[config.mk]
export PLATFORM = sky130hd
export DESIGN_NAME = relu_maxpool_4chanel_flat
export DESIGN_NICKNAME = d
export VERILOG_FILES = /design/src/rtl/relu_maxpool_4chanel_if.sv /design/src/rtl/relu_maxpool_4chanel.sv /design/src/flat_wrapper.sv
export SDC_FILE = /design/constraint.sdc
export NUM_CORES = 2
export LEC_CHECK = 0
export CORE_UTILIZATION = 26
export CTS_CLUSTER_DIAMETER = 80
export DETAILED_ROUTE_END_ITERATION = 10
export PLACE_DENSITY = 0.38
export SKIP_LAST_GASP = 1
export SLEW_MARGIN = 20
export SYNTH_ARGS = -nofsm -noshare
export SYNTH_HDL_FRONTEND = slang
export SYNTH_SLANG_ARGS = --single-unit
[constraint.sdc]
create_clock -name clk -period 32.2 [get_ports clk]
set_input_delay 6.44 -clock clk [delete_from_list [all_inputs] [get_ports clk]]
set_output_delay 6.44 -clock clk [all_outputs]
set_load 0.1 [all_outputs]
[src/rtl/relu_maxpool_4chanel_if.sv]
// -----------------------------------------------------------------------------
// relu_maxpool_4chanel_if
//   Pixel-stream bundle for the 4-channel ReLU + 2x2 max-pool block.
//   Signals:
//     valid_in            - input beat qualifier (one pixel, all 4 channels)
//     data_in0..3         - IEEE-754 single conv results, raster order
//     valid_out           - one-cycle pulse per pooled pixel
//     data_out0..3        - pooled, rectified results
//     done_img            - pulses with the last valid_out of an image
//   Modports:
//     master - pixel producer (drives the inputs, observes the outputs)
//     slave  - the pooling block
// -----------------------------------------------------------------------------
interface relu_maxpool_4chanel_if;
  logic        valid_in;
  logic [31:0] data_in0;
  logic [31:0] data_in1;
  logic [31:0] data_in2;
  logic [31:0] data_in3;
  logic        valid_out;
  logic [31:0] data_out0;
  logic [31:0] data_out1;
  logic [31:0] data_out2;
  logic [31:0] data_out3;
  logic        done_img;

  modport master (
    output valid_in, data_in0, data_in1, data_in2, data_in3,
    input  valid_out, data_out0, data_out1, data_out2, data_out3, done_img
  );

  modport slave (
    input  valid_in, data_in0, data_in1, data_in2, data_in3,
    output valid_out, data_out0, data_out1, data_out2, data_out3, done_img
  );
endinterface

[src/rtl/relu_maxpool_4chanel.sv]
// -----------------------------------------------------------------------------
// relu_maxpool_4chanel
//   Streaming ReLU followed by 2x2 / stride-2 max pooling on four parallel
//   channels of IEEE-754 single-precision pixels arriving in raster order.
//   Even columns park the rectified pixel in a holding register; odd columns
//   form the horizontal max. On even rows that max goes to a half-width line
//   buffer; on odd rows it is merged with the buffered value and registered
//   to the output (one cycle after the completing beat).
//   Ports:
//     clk    - clock, rising edge
//     resetn - asynchronous, active-low reset
//     bus    - relu_maxpool_4chanel_if.slave pixel stream in / pooled out
//   Parameters:
//     WIDTH, HEIGHT - input map size in pixels, both even and >= 2
// -----------------------------------------------------------------------------
module relu_maxpool_4chanel #(
  parameter int WIDTH  = 32,
  parameter int HEIGHT = 32
) (
  input logic                   clk,
  input logic                   resetn,
  relu_maxpool_4chanel_if.slave bus
);

  localparam int CW       = (WIDTH  > 2) ? $clog2(WIDTH)  : 1;
  localparam int RW       = (HEIGHT > 2) ? $clog2(HEIGHT) : 1;
  localparam int LB_DEPTH = WIDTH / 2;
  localparam int LW       = (LB_DEPTH > 1) ? $clog2(LB_DEPTH) : 1;

  logic [CW-1:0] r_col;
  logic [RW-1:0] r_row;
  logic [31:0]   r_hold [4];
  logic [31:0]   r_lb   [4][LB_DEPTH];
  logic [31:0]   r_dout [4];
  logic          r_valid_out;
  logic          r_done_img;

  logic [31:0]   w_din  [4];
  logic [31:0]   w_rect [4];
  logic [31:0]   w_hmax [4];
  logic [31:0]   w_lbrd [4];
  logic [31:0]   w_pool [4];
  logic [LW-1:0] w_lb_idx;
  logic          w_col_last;
  logic          w_row_last;
  logic          w_odd_col;
  logic          w_odd_row;

  assign w_din[0] = bus.data_in0;
  assign w_din[1] = bus.data_in1;
  assign w_din[2] = bus.data_in2;
  assign w_din[3] = bus.data_in3;

  assign w_col_last = (r_col == CW'(WIDTH - 1));
  assign w_row_last = (r_row == RW'(HEIGHT - 1));
  assign w_odd_col  = r_col[0];
  assign w_odd_row  = r_row[0];
  assign w_lb_idx   = LW'(r_col >> 1);

  // After rectification bit 31 is always 0, so comparing bits 30:0 as an
  // unsigned integer orders non-negative floats (incl. inf/NaN) correctly.
  for (genvar c = 0; c < 4; c++) begin : g_chan
    assign w_rect[c] = w_din[c][31] ? 32'h0000_0000 : w_din[c];
    assign w_hmax[c] = (w_rect[c][30:0] > r_hold[c][30:0]) ? w_rect[c] : r_hold[c];
    assign w_lbrd[c] = r_lb[c][w_lb_idx];
    assign w_pool[c] = (w_hmax[c][30:0] > w_lbrd[c][30:0]) ? w_hmax[c] : w_lbrd[c];
  end

  // Position counters; row wrap starts the next image with no idle cycle.
  // NOTE: sequential state uses non-blocking assignments so every register
  // samples pre-edge values regardless of block ordering.
  always_ff @(posedge clk or negedge resetn) begin
    if (!resetn) begin
      r_col <= '0;
      r_row <= '0;
    end else if (bus.valid_in) begin
      if (w_col_last) begin
        r_col <= '0;
        r_row <= w_row_last ? '0 : r_row + RW'(1);
      end else begin
        r_col <= r_col + CW'(1);
      end
    end
  end

  // Holding registers capture the even-column pixel of each pair.
  always_ff @(posedge clk or negedge resetn) begin
    if (!resetn) begin
      for (int c = 0; c < 4; c++) r_hold[c] <= '0;
    end else if (bus.valid_in && !w_odd_col) begin
      for (int c = 0; c < 4; c++) r_hold[c] <= w_rect[c];
    end
  end

  // NOTE: the line buffer is a memory and deliberately has no reset: every
  // entry is rewritten on an even row before the odd row reads it.
  always_ff @(posedge clk) begin
    if (bus.valid_in && w_odd_col && !w_odd_row) begin
      for (int c = 0; c < 4; c++) r_lb[c][w_lb_idx] <= w_hmax[c];
    end
  end

  // Output stage: data holds its last pooled value; strobes are single-cycle.
  always_ff @(posedge clk or negedge resetn) begin
    if (!resetn) begin
      for (int c = 0; c < 4; c++) r_dout[c] <= '0;
      r_valid_out <= 1'b0;
      r_done_img  <= 1'b0;
    end else if (bus.valid_in && w_odd_col && w_odd_row) begin
      for (int c = 0; c < 4; c++) r_dout[c] <= w_pool[c];
      r_valid_out <= 1'b1;
      r_done_img  <= w_col_last && w_row_last;
    end else begin
      r_valid_out <= 1'b0;
      r_done_img  <= 1'b0;
    end
  end

  assign bus.data_out0 = r_dout[0];
  assign bus.data_out1 = r_dout[1];
  assign bus.data_out2 = r_dout[2];
  assign bus.data_out3 = r_dout[3];
  assign bus.valid_out = r_valid_out;
  assign bus.done_img  = r_done_img;

endmodule

[src/flat_wrapper.sv]
// flat-port wrapper written by rule: the top's interface ports become plain ports
module relu_maxpool_4chanel_flat 
#(
  parameter int WIDTH  = 32,
  parameter int HEIGHT = 32
)
  (clk, resetn, bus_valid_in, bus_data_in0, bus_data_in1, bus_data_in2, bus_data_in3, bus_valid_out, bus_data_out0, bus_data_out1, bus_data_out2, bus_data_out3, bus_done_img);
  relu_maxpool_4chanel_if bus_i ();
  input logic clk;
  input logic resetn;
  input wire logic [$bits(bus_i.valid_in)-1:0] bus_valid_in;
  input wire logic [$bits(bus_i.data_in0)-1:0] bus_data_in0;
  input wire logic [$bits(bus_i.data_in1)-1:0] bus_data_in1;
  input wire logic [$bits(bus_i.data_in2)-1:0] bus_data_in2;
  input wire logic [$bits(bus_i.data_in3)-1:0] bus_data_in3;
  output wire logic [$bits(bus_i.valid_out)-1:0] bus_valid_out;
  output wire logic [$bits(bus_i.data_out0)-1:0] bus_data_out0;
  output wire logic [$bits(bus_i.data_out1)-1:0] bus_data_out1;
  output wire logic [$bits(bus_i.data_out2)-1:0] bus_data_out2;
  output wire logic [$bits(bus_i.data_out3)-1:0] bus_data_out3;
  output wire logic [$bits(bus_i.done_img)-1:0] bus_done_img;
  assign bus_i.valid_in = bus_valid_in;
  assign bus_i.data_in0 = bus_data_in0;
  assign bus_i.data_in1 = bus_data_in1;
  assign bus_i.data_in2 = bus_data_in2;
  assign bus_i.data_in3 = bus_data_in3;
  assign bus_valid_out = bus_i.valid_out;
  assign bus_data_out0 = bus_i.data_out0;
  assign bus_data_out1 = bus_i.data_out1;
  assign bus_data_out2 = bus_i.data_out2;
  assign bus_data_out3 = bus_i.data_out3;
  assign bus_done_img = bus_i.done_img;
  relu_maxpool_4chanel #(.WIDTH(WIDTH), .HEIGHT(HEIGHT)) u_core (.clk(clk), .resetn(resetn), .bus(bus_i));
endmodule
==> impl_results.md <==
* Outcome: completed
* Syn Inst Count at 4,850
* Max incr delay on CP at just under 0.8 ns
* Remaining Overflow, GRT at 0
* Flop pwr share at 36.7%
* Tcrit/Tclk final at 40.3%
* Number of distinct library cells after synthesis at about 80
* Initial antenna violation count at 7
* Area of the multi-input gates at 26,200 µm²
* Die footprint at 365,000 µm²
* Internal power at roughly 6.6 mW
* Dominant synthesized flop cell: edfxtp_1
* Final setup violation count at 0
* Fmax at 77.1 MHz
* Crit Path Class: in2reg
* Area grow syn2layout at 18.4%
* # rows at 220
* Worst Tran Pin Value at approximately 1.1 ns
* Final Hold Fails at 0
* Cts-stage hold buffer count at 0
* IO Pins at between 200 and 300
* Final Slew Violations at 0
* Gr usage total at 15.3%
* Vias in the first global route at roughly 52,000
* Via count at 48,000
* Met1 wire length at 127,000 µm
* Clk root buf: clkbuf_16
* Flop and latch count out of synthesis at 2,244
* Bufs on Longest Clock Path at 4
* Wire length of the first global-routing pass at roughly 400,000 µm
* Ratio of cells with drive above 1 in the final layout at 25.0%
* CTS tree: built
* Clock share of power at roughly 30%
* Initial Util at between 20% and 30%
* Top sig layer: met4
* Critical Path RT at approximately 33 ns
* Die height at 604 µm
* Total negative setup slack at 0 ns
* Crit-path slowest cell: o21ai_4
* HPWL after DPL at 158,000 µm
* CP Max Fanout at 38
* Postcts setup bufs at 0
* CP cell instances: clkdlybuf4s50_1, buf_4, nor2b_1, ha_1, nand4_1, nor4_1, nor3b_1, o31ai_2, a22oi_4, buf_4, mux2_1, ha_1, a21o_1, a21o_1, a21oi_1, o21ai_0, a311o_1, o21ai_4, nor2_4, a221o_1
* Die width at between 600 and 700 µm
* Cts repair resizes at 0
* Async set or reset register ratio after synthesis at 11.6%
* Post-synth EDFFs at 1,984
* Crit path buf inv count at 3
* Worst Path Arrival at about 14 ns
* PortBufs at approximately 260
* Leak at 38.1 nW
* Net Sw Frac at 35.0%
* CTS sink cnt at 2,244
* Core Area at 360,000 µm²
* Layout Nets at 5,592
* Average cell area after synthesis at 19.4 µm²
* Drt first pass iters at 7
* Num CTS Buffers at 275
* Min-delay worst type: reg2reg
* Min Tclk post-route at ~13 ns
* Wire per inst at approximately 27 µm
* Commonest non-fill, non-tap cell in the layout: edfxtp_1
* DRT iter0 DRCs at between 3,000 and 4,000
* Fillcell total at 34,800
* Largest net degree at the start of global routing at 92
* Routed length on met2 at between 100,000 and 150,000 µm
* Total routed wirelength at 281,000 µm
* Most frequent cells in the layout: 1,984 x edfxtp_1, 618 x mux4_2, 280 x clkbuf_16, 256 x dfrtp_1, 252 x inv_1
* Switching pwr at between 3 and 4 mW
* Critical path endpoint category: flip-flop
* Routed Antenna Nets at 0
* Power Total at 10.2 mW
* Placer Congestion at 0.742
* Worst vdd rail ir drop at ~0.065 mV
* H-tree Lvls at 5
* Sequential fraction of the synthesis area at 70.2%
* Synth warnings at 0
* Worst path top cell family by delay: compound AO/OA/AOI/OAI gates
* Clock Latency Late Sink at 0.90 ns
* Max-cap viol count at 0
* Combinational cell fraction of total power at 33.8%
* Synthesized area at 94,100 µm²
* Critical Path Source Type: input pin
* Met3 WL at 9470 µm
* Pwr Density at 91.8 nW/µm²
* RSZ-0062 raised after global routing: false
* Via density at 4.68
* Slew margin rel. at between 20% and 30%
* Worst Skew at roughly 0.037 ns
* Residual DRC at 0
* Reg clk slew, reported paths at 0.05 ns
* Reg area at 66,100 µm²
power by group through the flow:
| stage | clock network (mW) | registers (mW) | logic [mW] |
|---|---|---|---|
| 2_1_floorplan | 0 | 4.18 | 1.98 |
| 3_3_place_gp | 0 | 3.82 | 3.54 |
| 3_5_place_dp | 0 | 3.82 | 3.55 |
| 4_1_cts | 3.12 | 3.77 | 3.56 |
| 5_1_grt | 3.22 | 3.78 | 3.73 |
| 6_report | 3.03 | 3.75 | 3.45 |
cells in the mapped netlist (7+ instances only):
cell type | number | area, µm²
edfxtp_1 | 1984 | 59600
mux4_2 | 618 | 13900
dfrtp_1 | 260 | 6510
inv_1 | 253 | 950
ha_1 | 216 | 2700
mux2_2 | 188 | 2120
clkbuf_1 | 155 | 582
nor2b_1 | 116 | 726
and3_1 | 92 | 576
o21ai_0 | 82 | 410
nand2_1 | 79 | 297
a221o_1 | 76 | 761
nor2_1 | 70 | 263
a21oi_1 | 65 | 325
buf_1 | 48 | 180
a21o_1 | 43 | 323
nand3_1 | 41 | 205
a211o_1 | 39 | 342
and2_1 | 38 | 238
nand4_1 | 37 | 231
nor4_1 | 37 | 231
nand2b_1 | 36 | 225
buf_2 | 28 | 140
mux2_1 | 28 | 315
mux2i_1 | 24 | 240
o211ai_1 | 20 | 150
mux2_4 | 19 | 285
xnor2_1 | 16 | 140
buf_4 | 12 | 90.1
a31oi_1 | 8 | 50.1
nor3_1 | 8 | 40.0
a211oi_1 | 7 | 52.6
and4_1 | 7 | 61.3
routing by layer:
layer / GRT usage [%] / up-vias
met5: 0 / -
met4: 3.48 / 0
met3: 1.74 / 346
met2: 26.0 / 892
met1: 20.8 / 26100
li1: - / 20600
area by class of cell:
| cell class | instances | area share, % |
|---|---|---|
| clock buffers | 348 | 6.54 |
| inverters | 253 | 0.854 |
| multi-input cells | 2106 | 23.5 |
| well taps | 4773 | 5.36 |
| flip-flops and latches | 2244 | 59.3 |
| clock inverters | 146 | 1.26 |
| diodes | 6 | 0.0135 |
| repair buffers | 365 | 3.16 |
worst paths after layout:
| path | start | to | slack, ns | depth (start not counted) |
|---|---|---|---|---|
| min in group asynchronous | resetn | u_core.r_hold[62] | 5.63 | 1 |
| hold / removal | u_core.r_row[3] | u_core.r_row[3] | 0.48 | 1 |
| setup reg to reg | u_core.r_col[1] | u_core.bus.data_out2[25] | 24.72 | 16 |
| max in group asynchronous | resetn | u_core.r_hold[108] | 24.71 | 3 |
| setup / recovery | bus_data_in0[31] | u_core.bus.data_out0[4] | 19.22 | 20 |
| hold reg to reg | u_core.r_row[3] | u_core.r_row[3] | 0.48 | 1 |
sequential cells by signal, indices dropped and copies added (netlist names):
signal	count
u_core.bus.data_out0	31
u_core.r_row	5
u_core.bus.valid_out	1
u_core.bus.done_img	1
u_core.bus.data_out3	31
u_core.r_hold	124
u_core.bus.data_out2	31
u_core.r_col	5
u_core.bus.data_out1	31
u_core.r_lb	1984
stage by stage:
step / hold WS, ns / setup slack, ns / std cells / instance area, µm² / util (%)
floorplan: 0.443 / 15.34 / 4853 / 94200 / -
global placement: 0.485 / 18.11 / 9740 / 103000 / 28.6
detailed placement: 0.471 / 18.18 / 9740 / 103000 / 28.6
CTS: 0.482 / 19.13 / 10200 / 111000 / 31.0
global route: 0.497 / 18.79 / 10200 / 111000 / 31.0
finish: 0.477 / 19.22 / 10200 / 111000 / 31.0
kinds of logic (layout without fill, tap and decap cells):
kind of cell | Yosys count | in the layout | synth area share, %
flops | 2244 | 2244 | 70.2
mux | 877 | 877 | 17.9
simple gates | 597 | 597 | 3.60
buf+inv | 503 | 1112 | 2.14
compound gates | 390 | 390 | 3.06
fa+ha+maj | 220 | 220 | 2.91
xor+xnor | 18 | 18 | 0.167
other cells | 1 | 10 | 0.00398
(Power assumes the default switching activity.)
